**src/rtl/sync_fifo.sv**
```systemverilog
// Single-clock FIFO over an inferred dual-port RAM with occupancy flags and drop pulses.
// With p_fwft=1 a prefetch register keeps the head word on rdata (first-word-fall-through).
module sync_fifo #(
  parameter int p_nbit_d    = 8,
  parameter int p_nbit_a    = 4,
  parameter int p_fwft      = 0,
  parameter int p_afull_th  = 12,
  parameter int p_aempty_th = 2
) (
  input  logic                clk,
  input  logic                rst,
  input  logic                wr,
  input  logic [p_nbit_d-1:0] wdata,
  input  logic                rd,
  output logic [p_nbit_d-1:0] rdata,
  output logic                rvalid,
  output logic                full,
  output logic                empty,
  output logic                almost_full,
  output logic                almost_empty,
  output logic [p_nbit_a:0]   count,
  output logic                overflow,
  output logic                underflow
);

  localparam int                lp_depth    = 1 << p_nbit_a;
  localparam logic [p_nbit_a:0] lp_depth_c  = (p_nbit_a + 1)'(lp_depth);
  localparam logic [p_nbit_a:0] lp_afull_c  = (p_nbit_a + 1)'(p_afull_th);
  localparam logic [p_nbit_a:0] lp_aempty_c = (p_nbit_a + 1)'(p_aempty_th);
  localparam logic [p_nbit_a:0] lp_cnt_zero = '0;
  localparam logic [p_nbit_a:0] lp_cnt_one  = (p_nbit_a + 1)'(1);
  localparam logic [p_nbit_a-1:0] lp_ptr_one = p_nbit_a'(1);

  logic [p_nbit_d-1:0] mem_q [lp_depth];

  logic [p_nbit_a-1:0] wptr_q, wptr_d;
  logic [p_nbit_a-1:0] rptr_q, rptr_d;
  logic [p_nbit_a:0]   count_q, count_d;
  logic [p_nbit_d-1:0] rdata_q;
  logic                valid_q, valid_d;
  logic                full_q, full_d;
  logic                empty_q, empty_d;
  logic                afull_q, afull_d;
  logic                aempty_q, aempty_d;
  logic                ovf_q, ovf_d;
  logic                unf_q, unf_d;

  logic                wr_acc_s;
  logic                rd_acc_s;
  logic                fetch_s;
  logic [p_nbit_a:0]   ram_words_s;

  // Accept/fetch decisions and next-state for pointers, occupancy and flags.
  always_comb begin
    wr_acc_s    = wr & ~full_q;
    rd_acc_s    = rd & ~empty_q;
    ram_words_s = lp_cnt_zero;
    fetch_s     = 1'b0;
    valid_d     = 1'b0;

    // In FWFT, valid_q marks a loaded head word; RAM holds the rest of count.
    if (p_fwft != 0) begin
      ram_words_s = count_q - {{p_nbit_a{1'b0}}, valid_q};
      fetch_s     = (~valid_q | rd_acc_s) & (ram_words_s != lp_cnt_zero);
      valid_d     = fetch_s | (valid_q & ~rd_acc_s);
    end else begin
      fetch_s     = rd_acc_s;
      valid_d     = rd_acc_s;
    end

    case ({wr_acc_s, rd_acc_s})
      2'b10:   count_d = count_q + lp_cnt_one;
      2'b01:   count_d = count_q - lp_cnt_one;
      default: count_d = count_q;
    endcase

    if (wr_acc_s) begin
      wptr_d = wptr_q + lp_ptr_one;
    end else begin
      wptr_d = wptr_q;
    end

    if (fetch_s) begin
      rptr_d = rptr_q + lp_ptr_one;
    end else begin
      rptr_d = rptr_q;
    end

    if (p_fwft != 0) begin
      empty_d = ~valid_d;
    end else begin
      empty_d = (count_d == lp_cnt_zero);
    end

    full_d   = (count_d == lp_depth_c);
    afull_d  = (count_d >= lp_afull_c);
    aempty_d = (count_d <= lp_aempty_c);
    ovf_d    = wr & full_q;
    unf_d    = rd & empty_q;
  end

  // RAM write port; contents are deliberately left untouched by reset.
  always_ff @(posedge clk) begin
    if (wr_acc_s & ~rst) begin
      mem_q[wptr_q] <= wdata;
    end
  end

  // Control state and the registered read port (head register in FWFT).
  always_ff @(posedge clk) begin
    if (rst) begin
      wptr_q   <= '0;
      rptr_q   <= '0;
      count_q  <= '0;
      rdata_q  <= '0;
      valid_q  <= 1'b0;
      full_q   <= 1'b0;
      empty_q  <= 1'b1;
      afull_q  <= 1'b0;
      aempty_q <= 1'b1;
      ovf_q    <= 1'b0;
      unf_q    <= 1'b0;
    end else begin
      wptr_q   <= wptr_d;
      rptr_q   <= rptr_d;
      count_q  <= count_d;
      valid_q  <= valid_d;
      full_q   <= full_d;
      empty_q  <= empty_d;
      afull_q  <= afull_d;
      aempty_q <= aempty_d;
      ovf_q    <= ovf_d;
      unf_q    <= unf_d;
      if (fetch_s) begin
        rdata_q <= mem_q[rptr_q];
      end else begin
        rdata_q <= rdata_q;
      end
    end
  end

  assign rdata        = rdata_q;
  assign rvalid       = valid_q;
  assign full         = full_q;
  assign empty        = empty_q;
  assign almost_full  = afull_q;
  assign almost_empty = aempty_q;
  assign count        = count_q;
  assign overflow     = ovf_q;
  assign underflow    = unf_q;

endmodule

```
**config.mk**
```make
export PLATFORM = sky130hd
export DESIGN_NAME = sync_fifo
export DESIGN_NICKNAME = d
export VERILOG_FILES = /design/src/rtl/sync_fifo.sv
export SDC_FILE = /design/constraint.sdc
export NUM_CORES = 1
export LEC_CHECK = 0
export ABC_CLOCK_PERIOD_IN_PS = 2600
export BUFFER_PORTS_ARGS = -buffer_cell sky130_fd_sc_hd__buf_2
export CORE_UTILIZATION = 60
export CTS_BUF_LIST = sky130_fd_sc_hd__clkbuf_4 sky130_fd_sc_hd__clkbuf_8
export DETAILED_ROUTE_END_ITERATION = 6
export GPL_ROUTABILITY_DRIVEN = 0
export PLACE_DENSITY = 0.78
export SLEW_MARGIN = 20
export SYNTH_ARGS = -nofsm -noshare
export SYNTH_HDL_FRONTEND = slang
export SYNTH_SLANG_ARGS = --single-unit
```
**constraint.sdc**
```tcl
create_clock -name clk -period 2.6 [get_ports clk]
set_input_delay 0.26 -clock clk [delete_from_list [all_inputs] [get_ports clk]]
set_output_delay 0.26 -clock clk [all_outputs]
set_load 0.03 [all_outputs]
```
After elaboration in Yosys (flattened, before gate mapping)
Memory sizes are Yosys's and may differ from the RTL's. A register that Yosys moved wholly into a read port is not among the register bits.
Index checks and enable logic that the tools add are counted.
Word-level totals
  bits in registers: 20
  RAM bits: 128
  output and inout bits: 20
  word-level logic and storage cells: 32
  memories: 1
Operators by class
  $add $sub $neg: 4
  $lt $le $gt $ge: 2
  equality and inequality tests: 3
  multiplexer cells: 3
  bitwise gates (word level): 8
  reductions and logical operators: 1
Memory list
  mem_q: words 16, bits a word 8, rd ports 1, clocked after memory_dff 1, write ports 1, RTL line 34  | logic [p_nbit_d-1:0] mem_q [lp_depth];
Operators by type and width (number)
  $pmux 5 s2: 1
  $add 4x1->4 const B: 2
  $add 5x1->5 const B: 1
  $and 1x1->1: 5
  $eq 5x5->1 const B: 1
  $ge 5x4->1 const B: 1
  $le 5x2->1 const B: 1
  $logic_not 5->1: 1
  $sub 5x1->5 const B: 1
  $not 1->1: 3
  $eq 2x1->1 const B: 1
  $eq 2x2->1 const B: 1
  $mux 1: 2

Depth between registers and ports, before layout
  depth after elaboration: 5
  gate-level depth with buffers: 12
  depth with buffers taken out: 11

Worst setup path before layout
Ideal clock, no wire load.
  path kind: register to register
  start: register empty_q (netlist: empty)
  end: register aempty_q (netlist: almost_empty)
  arrival time: 2.408 ns
  slack: 0.131 ns
  stages on the path, launching flop included: 10
  period minus slack after synthesis: 2.469 ns
  cell sequence: dfxtp_1 nand2b_1 inv_2 nand2_1 inv_1 ha_1 a21o_1 a2111oi_4 mux2i_1 and4bb_1
Between the ends
  longest elaborated chain between the ends: 5
Ends and longest elaborated chain
  from (decl): RTL line 42  | logic empty_q, empty_d;
  from (signal assigned): RTL line 129  | empty_q <= empty_d;
  $not 1->1 *: RTL line 56  | rd_acc_s = rd & ~empty_q;
  $and 1x1->1 *: RTL line 56
  $eq 2x1->1 or $eq 2x2->1 (tied branches): RTL line 71  | case ({wr_acc_s, rd_acc_s})
  $pmux 5 s2 *: RTL line 71
  $le 5x2->1 *: RTL line 97  | aempty_d = (count_d <= lp_aempty_c);
  to (signal assigned): RTL line 131  | aempty_q <= aempty_d;
  to (decl): RTL line 44  | logic aempty_q, aempty_d;
Mark *: on every way between the ends. The rest lies on a longest branch, timed or not.
A chain may end at the register's enable or synchronous reset.

Worst setup path after layout
  start: register full_q (netlist: full)
  end: register aempty_q (netlist: almost_empty)
Between the ends
  longest elaborated chain between the ends: 5
Ends and longest elaborated chain
  from (decl): RTL line 41  | logic full_q, full_d;
  from (signal assigned): RTL line 128  | full_q <= full_d;
  $not 1->1 *: RTL line 55  | wr_acc_s = wr & ~full_q;
  $and 1x1->1 *: RTL line 55
  $eq 2x1->1 or $eq 2x2->1 (tied branches): RTL line 71
  $pmux 5 s2 *: RTL line 71
  $le 5x2->1 *: RTL line 97
Marked as above.

==> impl_metrics.py <==
metrics = {
    "outcome": {
        "status": "complete, no violations",
    },
    "yosys": {
        "synth.most_common_cell": "edfxtp_1",
        "synthArstFlopShare": 0,
        "netlist_instances": 365,
        "synthMuxAreaShare": 0.120,
        "synth_top_family_by_area": "multiplexers",
        "synthSimpleGateAreaFrac": 0.0579,
        "synth-xor-area-share": 0.0128,
        "ys_top_cells_by_area": "edfxtp_1 (62%), mux4_2 (12%), dfxtp_1 (9.1%)",
        "synth-seq-area-share": 0.715,
        "synth_commonest_cells": "edfxtp_1 (128), nor2_1 (39), mux4_2 (32)",
        "synth_edf_count": 128,
        "synth_top_area_cell": "edfxtp_1",
        "synthAdderAreaFrac": 0.0162,
        "synth_ff_type": "edfxtp_1",
        "yosysTopAreaCellShare": 0.624,
        "synth-compound-area-share": 0.0585,
        "synth_nets": 385,
        "ys_warn_count": 0,
        "yosys_register_bits": 156,
        "syn_area_per_cell_um2": 16.9,
        "ys_types": 39,
        "syn_area_um2": 6160,
    },
    "grt": {
        "overflow": 0,
        "antenna_found_initial": 0,
        "gr-usage-all-layers": 0.251,
        "grt_pass1_vias": 3328,
        "grt_max_degree": 36,
        "grt_pass1_wl_um": 18200,
    },
    "sta": {
        "fmax_ghz": 0.405,
        "fin_crit_ns": 2.47,
        "finalCritPeriodShare": 0.950,
        "worst_pin_slew_ns": 0.689,
        "tns_ns": 0,
        "maxSlewHeadroom": 0.539,
        "rsz0062_at_grt": "no",
        "hold_viol": 0,
        "setup_violations": 0,
        "skew_ns": 0.0124,
        "slew_violations": 0,
    },
    "power_and_ir_drop": {
        "p_per_area_nw_per_um2": 762,
        "leakage_nw": 2.39,
        "vdd_drop_max_mv": 0.378,
    },
    "drt": {
        "avgViaCountPerCell": 5.98,
        "num_vias": 3357,
        "wirelength_um": 11900,
        "postRouteAntennaNets": 0,
        "routedWlPerCell_um": 21.2,
        "detail_route.first_pass.iterations": 5,
        "drt-initial-drc-count": 253,
        "drc": 0,
    },
    "min_path": {
        "hold_depth": 3,
        "hp-class": "input port to register",
        "min_from": "wr",
    },
    "placement": {
        "io_buffer_count": 31,
        "place_hpwl_um": 7620,
        "placed_cell_area_um2": 6570,
    },
    "floorplanning": {
        "core_um2": 9860,
        "initial_core_util": 0.625,
        "die_w_um": 103,
        "die-area_um2": 10700,
        "die_height_um": 103,
        "io_pins": 32,
        "rows": 36,
    },
    "layout": {
        "area_growth_pct": 13.1,
        "fin_nets": 435,
        "finalInstanceArea_um2": 6970,
        "n_antenna_cell": 0,
        "drive_above_1_share": 0.292,
    },
    "cts": {
        "htreeDepth": 4,
        "root_buffer": "clkbuf_8",
        "cts.sinks": 156,
        "ctsLongestPathBuffers": 2,
        "clock_latency_ns": 0.44,
        "clkTransAtPathRegs_ns": 0.08,
        "post_cts_buffers": 0,
        "numCtsBuffers": 17,
        "cts_tree": "done",
    },
    "flow_run": {
        "drv_cap": 0,
    },
    "worst_setup_path": {
        "crit_required_ns": 2.97,
        "r2r_start": "full",
        "rrSetupSlack_ns": 0.13,
        "ff2ff_path_depth": 9,
        "crit_end": "almost_empty",
        "worstSetupPathType": "register to register",
        "r2r-end": "almost_empty",
        "cp-start-kind": "register",
        "critical_path_arrival_ns": 2.84,
        "cp_max_fo": 6,
        "crit_start": "full",
        "cp-end-kind": "register",
    },
}
-- logic make-up after synthesis --
kind of cell / after synthesis
compound gates: 50
fa+ha+maj: 8
flops: 156
xor+xnor: 9
simple gates: 80
buf+inv: 28
mux: 34
-- registers in the layout (all words and copies together), names as in the netlist --
name / count
underflow: 1
count: 5
full: 1
almost_full: 1
wptr_q: 4
overflow: 1
almost_empty: 1
empty: 1
rvalid: 1
rptr_q: 4
rdata: 8
mem_q: 128
-- how the worst min path moves through the flow --
stage                       end  slack [ns]
floorplan           mem_q[0][0]        0.36
global placement      underflow        0.43
detailed placement    underflow        0.45
CTS                    overflow        0.03
global route           overflow        0.05
finish                 overflow        0.06
-- metrics by stage --
stage | std cells | util | worst slack [ns] | power [mW] | hold WS (ns)
detailed placement | 529 | 0.666 | 0.0382 | 3.63 | 0.448
floorplan | 365 | - | 0.131 | 3.40 | 0.359
global placement | 529 | 0.666 | 0.188 | 3.60 | 0.428
finish | 561 | 0.706 | 0.129 | 5.31 | 0.0617
CTS | 561 | 0.705 | 0.0469 | 5.34 | 0.0297
global route | 561 | 0.706 | 0.0293 | 5.51 | 0.0525
-- layer usage --
layer	global-route usage	wire, um	part of all wire
met1	0.336	4930	0.41
met2	0.394	5930	0.50
met3	0.0679	829	0.070
met4	0.105	232	0.019
met5	0	0	0
-- worst max-delay path, cell delays in order (launching register included) --
cell	delay, ns
dfxtp_1	0.37
nor2b_4	0.16
inv_4	0.06
nand2_2	0.11
inv_1	0.06
ha_1	0.35
a21o_1	0.23
a2111oi_4	0.48
mux2i_2	0.36
and4bb_1	0.22
-- report_power, final --
group | internal (mW) | total, mW | leakage [nW] | switching (mW)
sequential | 2.77 | 2.82 | 1.38 | 0.0535
combinational | 0.304 | 0.750 | 0.797 | 0.446
clock | 0.897 | 1.74 | 0.211 | 0.844
-- final cells by class --
| type | instances | area (um^2) |
|---|---|---|
| sequential | 156 | 4410 |
| fill | 609 | 2900 |
| multi-input combinational | 181 | 1650 |
| timing repair buffer | 53 | 333 |
| clock buffer | 23 | 310 |
| tap | 133 | 166 |
| clock inverter | 9 | 81.3 |
| inverter | 6 | 25.0 |
-- placed cells by master (no fill, tap or decap), drive strengths merged, types with 2 or more instances in the layout --
master	netlist	layout
a21oi	20	20
mux2i	2	2
nand2	18	18
nand2b	5	5
xnor2	5	5
clkbuf	12	23
a22oi	17	17
ha	8	8
nor2b	5	5
a21o	2	2
nor3	7	7
inv	6	10
nor2	39	39
edfxtp	128	128
nand4	2	2
clkinv	0	4
mux4	32	32
xor2	4	4
dfxtp	28	28
buf	10	53
-- timing repair --
action | 4_1_cts | 5_1_grt
setup endpoints to repair | 0 | 4
gates resized for setup | 0 | 3
hold buffers | 0 | 0
(Power assumes the default switching activity.)
